### src/rtl/ysyx_22040237_mc_pkg.sv
// Shared types and defaults for the multi-cycle core controller.
// The IDU/EXU reuse the XLEN/INST_W defaults.
package ysyx_22040237_mc_pkg;
  localparam int          XLEN_DEF     = 64;
  localparam int          INST_W_DEF   = 32;
  localparam logic [63:0] RESET_PC_DEF = 64'h8000_0000;

  typedef enum logic [2:0] {
    S_IDLE     = 3'd0,
    S_IF_REQ   = 3'd1,
    S_IF_WAIT  = 3'd2,
    S_EX       = 3'd3,
    S_MEM_REQ  = 3'd4,
    S_MEM_WAIT = 3'd5,
    S_WB       = 3'd6,
    S_HALT     = 3'd7
  } mc_state_e;

  typedef enum logic [2:0] {
    C_EBREAK    = 3'd0,
    C_ILLEGAL   = 3'd1,
    C_FETCH_ERR = 3'd2,
    C_DATA_ERR  = 3'd3,
    C_TIMEOUT   = 3'd4,
    C_MISALIGN  = 3'd5
  } mc_cause_e;
endpackage

### src/rtl/ysyx_22040237_bus_timer.sv
// Response wait counter shared by the fetch and data wait states.
// expired fires in the cycle whose increment would reach TIMEOUT.
module ysyx_22040237_bus_timer #(
  parameter int TIMEOUT = 255
) (
  input  logic clk,
  input  logic rst,
  input  logic clr,
  input  logic en,
  output logic expired
);
  logic [15:0] cnt;

  always_ff @(posedge clk) begin
    if (!rst || clr) cnt <= '0;
    else if (en)     cnt <= cnt + 16'd1;
  end

  assign expired = en && (cnt == 16'(TIMEOUT - 1));
endmodule

### src/rtl/ysyx_22040237_mc_ctrl.sv
// Multi-cycle sequencer: owns the PC, handshakes with imem/dmem,
// gates writeback, counts retirements and halts on faults.
module ysyx_22040237_mc_ctrl
  import ysyx_22040237_mc_pkg::*;
#(
  parameter int          XLEN     = XLEN_DEF,
  parameter int          INST_W   = INST_W_DEF,
  parameter logic [63:0] RESET_PC = RESET_PC_DEF,
  parameter int          TIMEOUT  = 255
) (
  input  logic              clk,
  input  logic              rst,
  output logic              imem_req_valid,
  input  logic              imem_req_ready,
  output logic [XLEN-1:0]   imem_addr,
  input  logic              imem_rsp_valid,
  input  logic [INST_W-1:0] imem_rsp_data,
  input  logic              imem_rsp_err,
  output logic [INST_W-1:0] inst_o,
  output logic [XLEN-1:0]   pc_o,
  input  logic              dec_is_mem_i,
  input  logic              dec_rd_wr_en_i,
  input  logic              invalid_inst_i,
  input  logic              ebreak_i,
  input  logic              exu_stall_i,
  input  logic              jump_flag_i,
  input  logic [XLEN-1:0]   jump_addr_i,
  output logic              dmem_req_valid,
  input  logic              dmem_req_ready,
  input  logic              dmem_rsp_valid,
  input  logic              dmem_rsp_err,
  output logic              rf_wr_en_o,
  output logic              retire_o,
  output logic [63:0]       retire_cnt_o,
  output logic              halt_o,
  output logic [2:0]        cause_o,
  output logic [2:0]        state_o
);
  mc_state_e         state, state_nxt;
  mc_cause_e         cause_q, cause_nxt;
  logic [XLEN-1:0]   pc_q;
  logic [INST_W-1:0] inst_q;
  logic [63:0]       retire_cnt_q;
  logic              waiting, rsp_valid, expired, misalign, wb_commit;

  assign waiting   = (state == S_IF_WAIT) || (state == S_MEM_WAIT);
  assign rsp_valid = (state == S_IF_WAIT) ? imem_rsp_valid : dmem_rsp_valid;
  assign misalign  = jump_flag_i && (jump_addr_i[1:0] != 2'b00);
  assign wb_commit = (state == S_WB) && !misalign;

  ysyx_22040237_bus_timer #(.TIMEOUT(TIMEOUT)) u_timer (
    .clk     (clk),
    .rst     (rst),
    .clr     (!waiting),
    .en      (waiting && !rsp_valid),
    .expired (expired)
  );

  always_comb begin
    state_nxt = state;
    cause_nxt = cause_q;
    case (state)
      S_IDLE:   state_nxt = S_IF_REQ;
      S_IF_REQ: if (imem_req_ready) state_nxt = S_IF_WAIT;
      S_IF_WAIT: begin
        if (imem_rsp_valid) begin
          if (imem_rsp_err) begin
            state_nxt = S_HALT;
            cause_nxt = C_FETCH_ERR;
          end else begin
            state_nxt = S_EX;
          end
        end else if (expired) begin
          state_nxt = S_HALT;
          cause_nxt = C_TIMEOUT;
        end
      end
      S_EX: begin
        if (ebreak_i) begin
          state_nxt = S_HALT;
          cause_nxt = C_EBREAK;
        end else if (invalid_inst_i) begin
          state_nxt = S_HALT;
          cause_nxt = C_ILLEGAL;
        end else if (!exu_stall_i) begin
          state_nxt = dec_is_mem_i ? S_MEM_REQ : S_WB;
        end
      end
      S_MEM_REQ: if (dmem_req_ready) state_nxt = S_MEM_WAIT;
      S_MEM_WAIT: begin
        if (dmem_rsp_valid) begin
          if (dmem_rsp_err) begin
            state_nxt = S_HALT;
            cause_nxt = C_DATA_ERR;
          end else begin
            state_nxt = S_WB;
          end
        end else if (expired) begin
          state_nxt = S_HALT;
          cause_nxt = C_TIMEOUT;
        end
      end
      S_WB: begin
        if (misalign) begin
          state_nxt = S_HALT;
          cause_nxt = C_MISALIGN;
        end else begin
          state_nxt = S_IF_REQ;
        end
      end
      S_HALT:  state_nxt = S_HALT;
      default: state_nxt = S_IDLE;
    endcase
  end

  always_ff @(posedge clk) begin
    if (!rst) begin
      state        <= S_IDLE;
      cause_q      <= C_EBREAK;
      pc_q         <= RESET_PC[XLEN-1:0];
      inst_q       <= '0;
      retire_cnt_q <= '0;
    end else begin
      state   <= state_nxt;
      cause_q <= cause_nxt;
      if (state == S_IF_WAIT && imem_rsp_valid && !imem_rsp_err)
        inst_q <= imem_rsp_data;
      // A misaligned jump halts without committing, so the PC stays on it
      if (wb_commit) begin
        pc_q         <= jump_flag_i ? jump_addr_i : pc_q + XLEN'(4);
        retire_cnt_q <= retire_cnt_q + 64'd1;
      end
    end
  end

  assign imem_req_valid = (state == S_IF_REQ);
  assign imem_addr      = pc_q;
  assign pc_o           = pc_q;
  assign inst_o         = inst_q;
  assign dmem_req_valid = (state == S_MEM_REQ);
  assign rf_wr_en_o     = wb_commit && dec_rd_wr_en_i;
  assign retire_o       = wb_commit;
  assign retire_cnt_o   = retire_cnt_q;
  assign halt_o         = (state == S_HALT);
  assign cause_o        = cause_q;
  assign state_o        = state;
endmodule

### config.mk
export PLATFORM = sky130hd
export DESIGN_NAME = ysyx_22040237_mc_ctrl
export DESIGN_NICKNAME = d
export VERILOG_FILES = /design/src/rtl/ysyx_22040237_mc_pkg.sv /design/src/rtl/ysyx_22040237_bus_timer.sv /design/src/rtl/ysyx_22040237_mc_ctrl.sv
export SDC_FILE = /design/constraint.sdc
export NUM_CORES = 1
export LEC_CHECK = 0
export BUFFER_PORTS_ARGS = -buffer_cell sky130_fd_sc_hd__buf_2
export CORE_MARGIN = 2
export CORE_UTILIZATION = 55
export DETAILED_ROUTE_END_ITERATION = 8
export PLACE_DENSITY = 0.87
export RECOVER_POWER = 25
export REMOVE_ABC_BUFFERS = 1
export SETUP_SLACK_MARGIN = 0.2
export SYNTH_ARGS = -nofsm -noshare
export SYNTH_HDL_FRONTEND = slang
export SYNTH_HIERARCHICAL = 1
export SYNTH_SLANG_ARGS = --single-unit
### constraint.sdc
create_clock -name clk -period 7.8 [get_ports clk]
set_input_delay 0 -clock clk [delete_from_list [all_inputs] [get_ports clk]]
set_output_delay 0 -clock clk [all_outputs]
set_load 0.02 [all_outputs]
==> key figures <==
Outcome
  • Status: finished, final reports clean

CTS
  • Post-CTS setup buffer count: 0
  • Cts bufs inserted: 17
  • Worst-skew pair later-pin latency: 0.43 ns
  • Clock buffer depth: 2
  • Root Driver: clkbuf_16
  • CTS tree: done
  • Clk sinks: 182
  • CTS clk-pin slew, worst paths: 0.07 ns
  • H-Tree Depth: 4

Global routing
  • GRT Residual Overflow: 0
  • GRT Overall Usage: 34.2%
  • First-pass GRT wire length: 55.0 mm
  • Largest net degree at the start of global routing: 98
  • Vias in the first global route: 10800
  • Antenna violations before repair: 0

Yosys
  • Number of synthesized flops with an enable pin: 0
  • Synth Flop Type: dfxtp_1
  • Post-synthesis sequential area ratio: 36.3%
  • Seq cells post-synth: 182
  • Asr flop ratio synth: 0%
  • Distinct cells, synth: 71
  • Yosys warning total: 6
  • Synthesized area: 10000 µm²
  • Syn avg cell area: 7.60 µm²
  • Gate Count Post-Synth: 1319

Finish
  • Fin cells: 1892
  • Final #Nets: 1765
  • Post-route cell area: 12700 µm²
  • Commonest non-fill, non-tap cell in the layout: buf_2
  • # diodes: 0
  • Multi-input logic area: 5540 µm²
  • Register cell area after layout: 3640 µm²
  • Post-layout util: 71.1%
  • Commonest cells after routing, fill and taps aside: buf_2 (240), nand2_1 (195), dfxtp_1 (182), nor2_1 (114)
  • Fillers: 1439
  • Layout area overhead: 26.9%
  • Layout cells sized above 1: 18.3%

Routing
  • # DRC: 0
  • Via count: 11800
  • Routed Antenna Nets: 0
  • Routed WL: 35.1 mm
  • Iteration-0 DRC Markers: 1205
  • WL/cell: 18.6 µm
  • Post-DR vias/cell: 6.21
  • First-pass DRT Iterations: 6

Die
  • I/O pin count: 345
  • Core Region: 17900 µm²
  • Die height: 139 µm
  • Std-Cell Rows: 49
  • Total Die Area: 19300 µm²
  • Initial core utilization: 56.0%
  • Chip width: 139 µm

STA
  • Min Tclk post-route: 3.88 ns
  • Setup violations, final: 0
  • Period utilization: 49.8%
  • Total negative setup slack: 0 ns
  • Min Hold Slack: 0.000933 ns
  • FMAX: 0.257 GHz
  • Slew Limit Fails: 0
  • Unrepaired setup endpoints after global routing: false
  • Worst slew pin tran: 1.08 ns
  • Endpoints failing hold: 0
  • Setup ws final: 3.92 ns
  • Worst rel slew slack: 28.3%
  • Final Skew: 0.0110 ns

Flow run
  • Max Cap Violations: 0

Placement
  • Worst slack, placed: 4.35 ns
  • IO buf count: 344
  • Placed Cells: 1767
  • Gpl congestion: 0.938
  • Placed inst area: 11300 µm²
  • DP HPWL: 22.6 mm

Setup path
  • Kind of end point of the critical path: flip-flop
  • CP Max Fanout: 19
  • Worst Path Required: 8.17 ns
  • Slowest stage delay, CP: 0.75 ns
  • Crit path arrival time: 4.26 ns
  • Worst path cell trace: inv_1, nor3_1, a21o_1, nand3_1, nor2_1, nand4_1, nor4_1, o32ai_1, a221o_1, a21oi_1, dlygate4sd3_1
  • Crit path launch type: flip-flop
  • CP Class: flip-flop to flip-flop
  • Crit-path slowest cell: nor4_1
  • Bufs and invs on worst path: 2
  • Kind of cell adding the most delay to the critical path: simple AND/OR/NAND/NOR gates

Pwr
  • Cell Pwr Density: 156 nW/µm²
  • Max VDD drop: 0.000153 V
  • Tot Pwr: 1.99 mW
  • Leak Pwr: 4.69 nW

Hold path
  • Hold crit path type: input pin to flip-flop
## sequential cells by signal (all words and copies together), names as in the netlist
register and cells:
cause_o 3, imem_addr 64, inst_o 32, retire_cnt_o 64, state_o 3, u_timer/cnt 16
## cell usage after synthesis (all sizes together), types with 2 or more instances
| master | n | area [µm²] |
|---|---|---|
| and4 | 7 | 62.6 |
| and2 | 9 | 56.3 |
| a22o | 9 | 78.8 |
| or3 | 25 | 158 |
| o41ai | 3 | 26.3 |
| nor3b | 5 | 37.5 |
| nand4 | 50 | 347 |
| and3 | 26 | 165 |
| a311oi | 3 | 26.3 |
| dfxtp | 182 | 3640 |
| nor3 | 44 | 241 |
| o31a | 5 | 43.8 |
| ha | 4 | 50.1 |
| clkbuf | 56 | 210 |
| a22oi | 10 | 75.1 |
| nor4 | 36 | 225 |
| nand2b | 7 | 43.8 |
| mux2i | 8 | 80.1 |
| or4 | 15 | 124 |
| a21o | 8 | 60.1 |
| nand3 | 80 | 400 |
| xor2 | 14 | 123 |
| o31ai | 12 | 90.1 |
| buf | 77 | 546 |
| a211oi | 4 | 30.0 |
| o211ai | 13 | 103 |
| o22ai | 3 | 18.8 |
| o21ai | 55 | 275 |
| nor2 | 115 | 432 |
| nand2 | 196 | 736 |
| or2 | 4 | 25.0 |
| a21oi | 104 | 521 |
| nand3b | 2 | 18.8 |
| nor2b | 7 | 43.8 |
| xnor2 | 40 | 350 |
| clkinv | 2 | 7.51 |
| a32o | 4 | 40.0 |
| o21a | 6 | 45.0 |
| o32ai | 3 | 26.3 |
| inv | 22 | 82.6 |
| a31oi | 19 | 119 |
| o311ai | 9 | 78.8 |
| a2bb2oi | 2 | 17.5 |
## worst reg2reg max path: stages, from the launching register on
cell           delay [ns]
dfxtp_1              0.73
inv_1                0.24
nor3_1               0.26
a21o_1               0.25
nand3_1              0.18
nor2_1               0.12
nand4_1              0.09
nor4_1               0.75
o32ai_1              0.18
a221o_1              0.32
a21oi_1              0.15
dlygate4sd3_1        0.56
## layer usage
layer	part of all wire (%)	routed length, µm	vias to the layer above	global-route usage, %
met4	4.6	1630	0	16.5
met3	11	3850	163	6.91
li1	-	-	5365	-
met1	37	12900	5409	41.0
met2	48	16700	820	58.5
met5	0	0	-	0
## what timing repair did
item / in CTS / in global routing
resized for setup: 0 / 0
endpoints found under the hold margin: 93 / 0
hold buffers: 94 / 0
## where the power goes
group	internal [mW]	switching, mW	total [mW]
combinational	0.0862	0.106	0.193
clock	0.423	0.415	0.839
sequential	0.937	0.0205	0.958
## layout make-up
class                           instances  share of cell area (%)
Sequential cell                       182                    28.6
Clock buffer                           17                    3.34
Clock inverter                         14                    1.13
Tap cell                              229                    2.25
Timing Repair Buffer                  446                    20.4
Inverter                               24                   0.728
Multi-Input combinational cell        980                    43.5
## final timing paths
| kind | start | depth (start not counted) | to | slack, ns |
|---|---|---|---|---|
| min reg2reg | inst_o[28]$_SDFFE_PN0P_ | 2 | inst_o[28]$_SDFFE_PN0P_ | 0.46 |
| min | jump_addr_i[35] | 4 | imem_addr[35]$_SDFFE_PN0N_ | 0.0009 |
| max | state_o[2]$_SDFFE_PN0P_ | 11 | state_o[1]$_SDFFE_PN0P_ | 3.92 |
| max reg2reg | state_o[2]$_SDFFE_PN0P_ | 11 | state_o[1]$_SDFFE_PN0P_ | 3.92 |
## cells by family (layout without fill, tap and decap cells)
kind of cell / count (synthesis) / count (layout) / synth area share, %
AOI/OAI and AO/OA: 281 / 281 / 17.5
xor gates and xnor gates: 54 / 54 / 4.72
adders and majority gates: 5 / 5 / 0.599
buffers and inverters: 157 / 501 / 8.44
DFF: 182 / 182 / 36.3
muxes: 8 / 8 / 0.799
and+or+nand+nor: 632 / 632 / 31.6
(Power assumes the default switching activity.)
